## src/rtl/neuron_pkg.sv

```systemverilog
// Shared types, widths and saturation helper for the neuron accumulate path.
package neuron_pkg;

  typedef enum logic [1:0] {IDLE, FETCH, ADD, OUT} state_t;

  localparam int ACC_W   = 17;
  localparam int IN_W    = 8;
  localparam int SUM_W   = 18;
  localparam int ACC_MAX = 65535;
  localparam int ACC_MIN = -65536;

  localparam logic signed [SUM_W-1:0] SUM_MAX = SUM_W'(ACC_MAX);
  localparam logic signed [SUM_W-1:0] SUM_MIN = SUM_W'(ACC_MIN);

  typedef struct packed {
    logic             sat;
    logic [ACC_W-1:0] value;
  } sat_res_t;

  // Clip the 18-bit sum into the 17-bit accumulator range and flag clipping.
  function automatic sat_res_t saturate(input logic signed [SUM_W-1:0] s);
    sat_res_t r;
    r.sat   = 1'b0;
    r.value = s[ACC_W-1:0];
    if (s > SUM_MAX) begin
      r.sat   = 1'b1;
      r.value = ACC_W'(ACC_MAX);
    end else if (s < SUM_MIN) begin
      r.sat   = 1'b1;
      r.value = ACC_W'(ACC_MIN);
    end
    return r;
  endfunction

endpackage

```

## src/rtl/acc_adder_stage.sv

```systemverilog
// Registered sign-extending 17+8 -> 18-bit adder, one cycle of latency.
module acc_adder_stage
  import neuron_pkg::*;
(
  input  logic                    clk,
  input  logic                    rst_n,
  input  logic signed [ACC_W-1:0] in1,
  input  logic signed [IN_W-1:0]  in2,
  output logic signed [SUM_W-1:0] total
);

  logic signed [SUM_W-1:0] total_q;

  always_ff @(posedge clk or negedge rst_n) begin
    if (!rst_n) begin
      total_q <= '0;
    end else begin
      total_q <= SUM_W'(in1) + SUM_W'(in2);
    end
  end

  assign total = total_q;

endmodule

```

## src/rtl/neuron_acc_ctrl.sv

```systemverilog
// Sequences bias load, N_TERMS saturating accumulations and the optional ReLU
// result onto a valid/ready output port.
module neuron_acc_ctrl
  import neuron_pkg::*;
#(
  parameter int N_TERMS  = 8,
  parameter bit ACT_RELU = 1'b1
) (
  input  logic                    clk,
  input  logic                    rst_n,
  input  logic                    start,
  input  logic signed [ACC_W-1:0] bias,
  input  logic                    in_valid,
  input  logic signed [IN_W-1:0]  in_data,
  output logic                    in_ready,
  output logic                    out_valid,
  output logic signed [ACC_W-1:0] out_data,
  output logic                    out_sat,
  input  logic                    out_ready,
  output logic                    busy
);

  localparam int CNT_W = $clog2(N_TERMS + 1);
  localparam logic [CNT_W-1:0] LAST_CNT = CNT_W'(N_TERMS);

  state_t                  state_q, state_d;
  logic signed [ACC_W-1:0] acc_q, acc_d;
  logic [CNT_W-1:0]        cnt_q, cnt_d;
  logic                    sat_q, sat_d;
  logic signed [ACC_W-1:0] out_data_q, out_data_d;
  logic                    out_sat_q, out_sat_d;

  logic                    term_hs;
  logic signed [IN_W-1:0]  add_in2;
  logic signed [SUM_W-1:0] sum;
  sat_res_t                clip;

  // The term is gated to zero outside a handshake so in_data is never used
  // while in_ready is low.
  assign term_hs = (state_q == FETCH) && in_valid;
  assign add_in2 = term_hs ? in_data : '0;

  acc_adder_stage u_adder (
    .clk   (clk),
    .rst_n (rst_n),
    .in1   (acc_q),
    .in2   (add_in2),
    .total (sum)
  );

  assign clip = saturate(sum);

  always_ff @(posedge clk or negedge rst_n) begin
    if (!rst_n) begin
      state_q    <= IDLE;
      acc_q      <= '0;
      cnt_q      <= '0;
      sat_q      <= 1'b0;
      out_data_q <= '0;
      out_sat_q  <= 1'b0;
    end else begin
      state_q    <= state_d;
      acc_q      <= acc_d;
      cnt_q      <= cnt_d;
      sat_q      <= sat_d;
      out_data_q <= out_data_d;
      out_sat_q  <= out_sat_d;
    end
  end

  always_comb begin
    state_d    = state_q;
    acc_d      = acc_q;
    cnt_d      = cnt_q;
    sat_d      = sat_q;
    out_data_d = out_data_q;
    out_sat_d  = out_sat_q;

    case (state_q)
      IDLE: begin
        if (start) begin
          acc_d   = bias;
          cnt_d   = '0;
          sat_d   = 1'b0;
          state_d = FETCH;
        end
      end
      FETCH: begin
        if (term_hs) begin
          state_d = ADD;
        end
      end
      ADD: begin
        // The adder register holds acc + term launched on the handshake edge.
        acc_d = clip.value;
        sat_d = sat_q | clip.sat;
        cnt_d = cnt_q + CNT_W'(1);
        if (cnt_d == LAST_CNT) begin
          out_data_d = (ACT_RELU && clip.value[ACC_W-1]) ? '0 : clip.value;
          out_sat_d  = sat_d;
          state_d    = OUT;
        end else begin
          state_d = FETCH;
        end
      end
      OUT: begin
        if (out_ready) begin
          state_d = IDLE;
        end
      end
      default: state_d = IDLE;
    endcase
  end

  assign in_ready  = (state_q == FETCH);
  assign out_valid = (state_q == OUT);
  assign busy      = (state_q != IDLE);
  assign out_data  = out_data_q;
  assign out_sat   = out_sat_q;

endmodule

```

## config.mk

```make
export PLATFORM = sky130hd
export DESIGN_NAME = neuron_acc_ctrl
export DESIGN_NICKNAME = d
export VERILOG_FILES = /design/src/rtl/neuron_pkg.sv /design/src/rtl/acc_adder_stage.sv /design/src/rtl/neuron_acc_ctrl.sv
export SDC_FILE = /design/constraint.sdc
export NUM_CORES = 1
export LEC_CHECK = 0
export CAP_MARGIN = 40
export CORE_ASPECT_RATIO = 0.9
export CORE_MARGIN = 3
export CORE_UTILIZATION = 58
export CTS_BUF_LIST = sky130_fd_sc_hd__clkbuf_8 sky130_fd_sc_hd__clkbuf_16
export CTS_CLUSTER_DIAMETER = 40
export DETAILED_ROUTE_END_ITERATION = 8
export PLACE_DENSITY = 0.91
export SYNTH_ARGS = -nofsm -noshare
export SYNTH_HDL_FRONTEND = slang
export SYNTH_SLANG_ARGS = --single-unit
```

## constraint.sdc

```tcl
create_clock -name clk -period 5.16 [get_ports clk]
set_clock_uncertainty 0.1 [all_clocks]
set_input_delay 0.774 -clock clk [delete_from_list [all_inputs] [get_ports clk]]
set_output_delay 0.774 -clock clk [all_outputs]
set_load 0.02 [all_outputs]
```

==> flow_summary.toml <==
[placement]
port_buffers = 49
post-dp-hpwl_um = 5350
dpl.cell_count = 451
gp_congestion = 0.867

[floorplanning]
die_area_um2 = 6540
rows = 25
die_w_um = 84.9
chipHeight_um = 77.0
start_util_pct = 60.8
coreArea_um2 = 5350
io_pins = 51

[logic_synthesis]
ys_ff_latch = 59
syn_area_per_cell_um2 = 9.19
synth_top_area_share_pct = 45.4
yosysTopAreaCell = "dfrtp_1"
synth.area.top_cells = "dfrtp_1 45%, nand2_1 7.3%, o21ai_0 6.6%"
yosysWarnings = 0
synth_area_um2 = 3250
synth.most_common_cell = "nand2_1"
synth_nets = 395
ys_types = 50
synth-main-ff-cell = "dfrtp_1"
synthCells = 354
synth_edf_count = 0
synthTopCellsByCount = "63 x nand2_1, 59 x dfrtp_1, 43 x o21ai_0, 38 x a21oi_1, 18 x clkbuf_1"
ys_seq_area_share_pct = 45.4
synthArstFlopShare_pct = 100

[global_route]
overflow = 0
grt_pass1_vias = 2720
antenna_found_initial = 0
grt_max_degree = 60
track_usage_pct = 26.1
grt_pass1_wl_um = 13400

[detailed_routing]
vias = 2790
drtAntennaViolNets = 0
firstDrtPassIters = 5
vias_per_cell = 5.97
drt_iter0_drc = 366
drt_wl_total_um = 7860
drcViolationCount = 0
wl_per_cell_um = 16.8

[power_and_ir_drop]
peakVddDrop_mv = 0.397
power.leakage_nw = 1.78
cellPowerDensity_nw_per_um2 = 547

[clock_network]
cts_htree_levels = 3
post-cts-setup-buffers = 0
cts_tree = "yes"
numCtsBuffers = 9
clk_pin_slew_ns = 0.07
clk_path_buf_depth = 2
clock_latency_ns = 0.34
cts_sinks = 59
cts-root-buf = "clkbuf_8"
post_cts_resized = 0
hold_buffers = 0

[final_layout]
utilization_pct = 74.8
syn_to_final_growth_pct = 23.1
n_antenna_cell = 0
finalNonFillerCells = 467
drive_above_1_share_pct = 8.75
final_nets = 436
final.fill_count = 329

[worst_setup_path]
arrival_ns = 3.88
critPathKind = "in2reg"
cpPeakStageDelay_ns = 0.48
cp_slowest_cell = "clkdlybuf4s50_1"
cp_max_fo = 9
critPathCaptureType = "flop"
path_cells = "clkdlybuf4s50_1, and3b_1, and2_1, ha_1, inv_1, fa_1, nor2b_1, o2111ai_1, o211ai_1, a31oi_4, mux2i_1, xnor2_1"
worst_setup_path_start_kind = "input pin"
required_ns = 5.29

[timing]
setup_violations = 0
worstMarginPinSlew_ns = 0.739
fmax_ghz = 0.267
rsz0062_at_grt = "no"
period_share_pct = 72.6
slew_headroom_pct = 50.7
fin_crit_ns = 3.75
fin_setup_tns_ns = 0
hold_viol_final = 0
slew_violations = 0

[min_path]
holdCritPathClass = "reg2reg"

[job]
cap_violations = 0

[outcome]
status = "completed"
[worst max-delay path: cells and delay by family]
kind | cells | cell delay [ns]
AOI/OAI and AO/OA | 3 | 0.59
and+or+nand+nor | 3 | 0.87
xor gates and xnor gates | 1 | 0.21
muxes | 1 | 0.29
buffers and inverters | 2 | 0.54
adders and majority gates | 2 | 0.59
[through the flow]
| step | instance area, um^2 | total power, mW | hold slack, ns | setup slack (ns) |
|---|---|---|---|---|
| final | 4000 | 2.19 | 0.382 | 1.41 |
| after global routing | 4000 | 2.33 | 0.405 | 1.28 |
| after CTS | 4000 | 2.18 | 0.386 | 1.44 |
| after detailed placement | 3780 | 1.67 | 0.370 | 1.19 |
| after global placement | 3720 | 1.58 | 0.359 | 1.42 |
| after floorplan | 3250 | 1.42 | 0.356 | 2.19 |
[layout make-up]
cell class                      instances  area [um^2]  share of cell area (%)
Clock buffer                           10          138                    3.44
Clock inverter                          6         88.8                    2.22
Inverter                                8         30.0                   0.750
Multi-Input combinational cell        263         1630                    40.7
Sequential cell                        59         1480                    36.9
Tap cell                               67         83.8                    2.09
Timing Repair Buffer                   54          558                    13.9
[logic make-up (layout without fill, tap and decap cells)]
group	count (synthesis)	after routing	synth area share [%]
AOI/OAI and AO/OA	117	117	21.5
and+or+nand+nor	106	106	15.4
DFF	59	59	45.4
buffers and inverters	32	78	4.66
xor gates and xnor gates	21	21	6.23
adders and majority gates	11	11	4.46
muxes	7	7	2.23
other	1	1	0.115
[power by group]
group | internal, mW | switching (mW) | leakage (nW)
combinational | 0.390 | 0.495 | 0.914
clock | 0.285 | 0.193 | 0.108
sequential | 0.624 | 0.201 | 0.758
total | 1.30 | 0.890 | 1.78
[registers in the layout (all words and copies together) (netlist names)]
name / cells
u_adder.total: 18
acc_q: 17
sat_q: 1
out_data: 16
state_q: 2
cnt_q: 4
out_sat: 1
[cells in the final DEF (no fill, tap or decap), types with 2 or more instances in the layout]
master | synthesis | layout
mux2i_1 | 5 | 5
buf_8 | 0 | 2
mux2_2 | 2 | 2
o21a_1 | 2 | 2
buf_4 | 2 | 2
and2_1 | 7 | 7
inv_1 | 8 | 8
nor2b_1 | 2 | 2
clkinvlp_4 | 0 | 2
xnor2_1 | 13 | 13
xor2_1 | 7 | 7
o21ai_1 | 4 | 4
o22ai_1 | 2 | 2
nand3_1 | 5 | 5
o21bai_1 | 17 | 17
ha_1 | 10 | 10
clkdlybuf4s50_1 | 0 | 48
a21oi_1 | 38 | 38
dfrtp_1 | 59 | 59
or3_4 | 2 | 2
nor2_1 | 10 | 10
o21ai_0 | 43 | 42
nor3_1 | 4 | 4
and3_1 | 2 | 2
nand2_1 | 63 | 63
clkbuf_8 | 0 | 10
bufinv_16 | 0 | 2
[layer usage]
layer	GRT usage, %	part of all wire, %	vias up
met5	0	0	-
met4	10.9	2.1	0
met3	5.05	6.0	17
met2	40.4	49	127
met1	36.0	43	1347
li1	-	-	1299
[final timing paths]
| check | slack [ns] | start | cells after the start | endpoint |
|---|---|---|---|---|
| worst max-delay path | 1.41 | in_valid | 12 | u_adder.total[10]$_DFF_PN0_ |
| worst min-delay path | 0.38 | out_data[11]$_DFFE_PN0P_ | 2 | out_data[11]$_DFFE_PN0P_ |
| max in group asynchronous | 3.99 | rst_n | 2 | acc_q[3]$_DFFE_PN0P_ |
| min in group asynchronous | 0.47 | rst_n | 2 | cnt_q[2]$_DFFE_PN0P_ |
| worst min register to register | 0.38 | out_data[11]$_DFFE_PN0P_ | 2 | out_data[11]$_DFFE_PN0P_ |
| worst max register to register | 1.76 | state_q[1]$_DFFE_PN0P_ | 11 | u_adder.total[10]$_DFF_PN0_ |
(Power assumes the default switching activity.)
